## src/rtl/bcd3_display_scan.sv

```systemverilog
// bcd3_display_scan
// Time-multiplexed 4-position seven-segment driver for a 3-digit packed BCD
// sum plus carry. A load strobe captures the sum into shadow registers; a
// prescaled scan counter walks the positions units, tens, hundreds,
// thousands. The thousands position shows the carry as "1". Leading zeros
// are blanked, and nibbles above 9 are flagged on err and drawn as "E".
//
// Ports:
//   clk    in   system clock, rising edge
//   rst_n  in   asynchronous active-low reset
//   load   in   capture strobe for s/cout
//   s      in   [11:0] packed BCD: [3:0] units, [7:4] tens, [11:8] hundreds
//   cout   in   carry-out of the BCD adder (thousands digit)
//   seg    out  [6:0] segments {g,f,e,d,c,b,a}, active-high, registered
//   an     out  [3:0] one-hot position enable, an[0] = units, registered
//   err    out  high while any captured nibble is above 9, registered
//   idx_dbg out [1:0] current scan position, for observation
//
// Handshake: load is a plain level-sampled strobe with no ready; every
// rising edge with load=1 overwrites the shadow value.
module bcd3_display_scan #(
  parameter int DIV = 4,
  parameter int CW  = 16
) (
  input  logic        clk,
  input  logic        rst_n,
  input  logic        load,
  input  logic [11:0] s,
  input  logic        cout,
  output logic [6:0]  seg,
  output logic [3:0]  an,
  output logic        err,
  output logic [1:0]  idx_dbg
);

  logic [CW-1:0] cnt;
  logic [1:0]    idx;
  logic [11:0]   sv;
  logic          sc;
  logic          tick;
  logic [6:0]    seg_next;
  logic [3:0]    an_next;
  logic          err_next;
  logic [3:0]    units, tens, hund;

  assign units   = sv[3:0];
  assign tens    = sv[7:4];
  assign hund    = sv[11:8];
  assign tick    = (cnt == CW'(DIV - 1));
  assign idx_dbg = idx;

  function automatic logic [6:0] enc(input logic [3:0] d);
    logic [6:0] r;
    case (d)
      4'd0:    r = 7'h3F;
      4'd1:    r = 7'h06;
      4'd2:    r = 7'h5B;
      4'd3:    r = 7'h4F;
      4'd4:    r = 7'h66;
      4'd5:    r = 7'h6D;
      4'd6:    r = 7'h7D;
      4'd7:    r = 7'h07;
      4'd8:    r = 7'h7F;
      4'd9:    r = 7'h6F;
      default: r = 7'h79;
    endcase
    return r;
  endfunction

  // Output pattern for the current position. A position is blank only
  // when it and every more significant digit are zero, so inner zeros show.
  always_comb begin
    seg_next = 7'h00;
    an_next  = 4'b0001 << idx;
    err_next = (units > 4'd9) | (tens > 4'd9) | (hund > 4'd9);
    case (idx)
      2'd0: seg_next = enc(units);
      2'd1: seg_next = (!sc && hund == 4'd0 && tens == 4'd0) ? 7'h00 : enc(tens);
      2'd2: seg_next = (!sc && hund == 4'd0) ? 7'h00 : enc(hund);
      2'd3: seg_next = sc ? 7'h06 : 7'h00;
      default: seg_next = 7'h00;
    endcase
  end

  // Prescaler and scan position; load never touches these.
  always_ff @(posedge clk or negedge rst_n) begin
    if (!rst_n) begin
      cnt <= '0;
      idx <= 2'd0;
    end else if (tick) begin
      cnt <= '0;
      idx <= idx + 2'd1;
    end else begin
      cnt <= cnt + CW'(1);
    end
  end

  // Shadow capture.
  always_ff @(posedge clk or negedge rst_n) begin
    if (!rst_n) begin
      sv <= 12'h000;
      sc <= 1'b0;
    end else if (load) begin
      sv <= s;
      sc <= cout;
    end
  end

  // Output register, computed from pre-edge idx/sv/sc.
  always_ff @(posedge clk or negedge rst_n) begin
    if (!rst_n) begin
      seg <= 7'h00;
      an  <= 4'b0000;
      err <= 1'b0;
    end else begin
      seg <= seg_next;
      an  <= an_next;
      err <= err_next;
    end
  end

endmodule

```

## config.mk

```make
export PLATFORM = sky130hd
export DESIGN_NAME = bcd3_display_scan
export DESIGN_NICKNAME = d
export VERILOG_FILES = /design/src/rtl/bcd3_display_scan.sv
export SDC_FILE = /design/constraint.sdc
export NUM_CORES = 1
export LEC_CHECK = 0
export ABC_AREA = 1
export CAP_MARGIN = 25
export CORE_MARGIN = 4
export CORE_UTILIZATION = 46
export DETAILED_ROUTE_END_ITERATION = 10
export PLACE_DENSITY = 0.68
export SLEW_MARGIN = 20
export SYNTH_ARGS = -nofsm -noshare
export SYNTH_HDL_FRONTEND = slang
export SYNTH_SLANG_ARGS = --single-unit
```

## constraint.sdc

```tcl
create_clock -name clk -period 1.86 [get_ports clk]
set_input_delay 0.372 -clock clk [delete_from_list [all_inputs] [get_ports clk]]
set_output_delay 0.372 -clock clk [all_outputs]
set_load 0.01 [all_outputs]
```

==> metrics, run 1 <==
max cap viols 0; P_int 1580 µW; CP Launch Type flop; Final Setup Violations 0; CTS buffer count 5; final WL 5.12 mm; period utilisation layout 89.8%; Mean Syn Cell Area 8.13 µm²; synth cell count leaders 68 x nand2_1, 45 x inv_1, 43 x dfrtp_1, 26 x nor2_1, 24 x ha_1; Detail Placement HPWL 3.99 mm; Post-synth ARST share 100%; Tmin final approximately 1.7 ns; # hold bufs at CTS 0; Setup CP Type reg2out; CTS tree done; metal2 WL 2.57 mm; clock tree buffer depth 2; most common cell in the netlist nand2_1; CP delay by family, top buffers and inverters; Synth Cell Area 2500 µm²; routability cong. 0.930; drt first pass iters 4; final instance area ~3000 µm²; max frequency about 0.60 GHz; Clk pwr share 36.7%; vias after detailed routing 2070; Die H 81.8 µm; DIE AREA 6690 µm²; Comb pwr share 15.1%; total congestion overflow 0; Routed met1 length 2.20 mm; initial antenna violation count 0; sequential share of power 48.2%; syn nets 348; post-detailed-route DRC marker count 0; share of cells above drive strength 1 under 10%; drt via density 4.98; PwrDens around 710 nW/µm²; VDD IR max between 0.0004 and 0.0005 V; initial core utilization 48.1%; number of enable flip-flop cells after synthesis 0; CP Max Fanout 5; Buf+Inv Stages, Crit Path 1; DR iter-0 viols 82; setup_tns 0 ns; hold_ws 0.0724 ns; Slew Viols, Final 0; worst hold-check path type in2async; Crit path arrival time 1.30 ns; Final Hold Violating Endpoints 0; H-tree Lvls 2; clk slew on worst S/H paths 0.09 ns; post-CTS sizing 0; YS warnings 0; Final ANT Viol Nets 0; biggest cell delay along the critical path slightly below 0.6 ns; global-route wire length before repair just under 9 mm; worst-margin pin slew 0.597 ns; root buf cell clkbuf_8; Synth-to-Final Area Change 20.3%; Switch Pwr 551 µW; LEAKAGE about 0.0015 µW; placed cell area between 2000 and 3000 µm²; area share of the largest cell type after synthesis 43.0%; core area 5200 µm²; max layer used met4; IO Count 30; number of global-route vias before repair around 2.1k; Global Route Usage Sum 17.2%; Skew-Pair Late Insertion Delay about 0.30 ns; post-synthesis sequential area ratio 43.0%; Synth Flop Type dfrtp_1; maximum number of pins on one net before global-route repair 28; RSZ-0062 raised after global routing no; clock skew 0.00280 ns; IO buf count 29; Setup Buffers After CTS 0; worst rel slew slack 60.2%; critical path's slowest cell clkdlybuf4s50_1; clock sink total 43; Yosys reg bits between 40 and 50; post-synthesis instance total 308; Unique masters post-synth 25; CP Data Required Time ~1.5 ns; Nets 385; fillcell total 490; DR WL/cell 12.3 µm; Sw Ratio 25.9%; Die X 81.8 µm; CP Cell Sequence clkdlybuf4s50_1; CP Capture Type output pin; met3 routed WL about 220 µm; status complete, no violations; Area contributors post-synth dfrtp_1 43%, ha_1 12%, nand2_1 10%; ANT cells 0; Total Power 2130 µW; Synth area leader dfrtp_1; Placement Rows 26
## final timing paths
check / startpoint / to / slack (ns) / cells after the start
max in group asynchronous: rst_n / sv[10] / 1.23 / 2
min: rst_n / sv[4] / 0.07 / 1
min in group clk: cnt[15] / cnt[15] / 0.47 / 1
max reg2reg: sv[9] / seg[0] / 0.31 / 11
max: idx_dbg[1] / idx_dbg[1] / 0.19 / 1
min reg2reg: cnt[15] / cnt[15] / 0.47 / 1
## routing by layer
layer,vias up,track usage [%]
met5,-,0
met1,956,19.9
met3,16,3.95
met2,48,30.5
li1,1050,-
met4,0,6.64
## layout by cell type, fill, tap and decap left out, types with 6 or more instances in the layout
cell,count
nand3_1,18
clkbuf_8,6
nor2_1,26
nor3_1,8
ha_1,24
inv_1,45
o21ai_0,23
nand4_1,8
xor2_1,10
nand2_1,68
dfrtp_1,43
a21oi_1,10
clkdlybuf4s50_1,28
## layout make-up
type | instances | area (µm²) | share of cell area (%)
repair buffers | 32 | 308 | 10.2
inverters | 48 | 180 | 5.98
flip-flops and latches | 43 | 1080 | 35.7
clock inverters | 2 | 38.8 | 1.29
multi-input cells | 215 | 1240 | 41.2
well taps | 70 | 87.6 | 2.91
clock buffers | 6 | 82.6 | 2.74
## kinds of logic (layout without fill, tap and decap cells)
kind of cell / count (synthesis) / after routing / synth area share (%)
flip-flops: 43 / 43 / 43.0
AND/OR/NAND/NOR: 142 / 142 / 25.6
adder cells (fa/ha/maj): 24 / 24 / 12.0
multiplexers: 1 / 1 / 0.450
XOR/XNOR: 10 / 10 / 3.50
AO/OA/AOI/OAI: 38 / 38 / 8.00
buffers and inverters: 50 / 88 / 7.50
## stage by stage
| stage | cells | worst slack [ns] | utilization (%) |
|---|---|---|---|
| after floorplan | 308 | 0.486 | - |
| after global placement | 408 | 0.367 | 55.6 |
| after detailed placement | 408 | 0.337 | 55.6 |
| after CTS | 416 | 0.168 | 57.9 |
| after global routing | 416 | 0.0645 | 57.9 |
| final | 416 | 0.189 | 57.9 |
## sequential cells by signal, indices dropped and copies added, names as in the netlist
name     cells
sv          12
sc           1
idx_dbg      2
seg          7
err          1
an           4
cnt         16
## power groups by stage
stage          combinational, µW  clock, µW  sequential (µW)
3_3_place_gp                 322          0             1040
2_1_floorplan                164          0             1050
6_report                     321        781             1020
5_1_grt                      365        845             1030
4_1_cts                      325        801             1020
3_5_place_dp                 323          0             1040
No activity file was read; power rests on OpenSTA's default activity.
==> inputs of run 2 (changes only) <==
Settings changed: CTS_CLUSTER_SIZE from default to 16.
==> results of run 2 <==
Same layout as run 1: the final DEF is identical, and so are final timing and power.
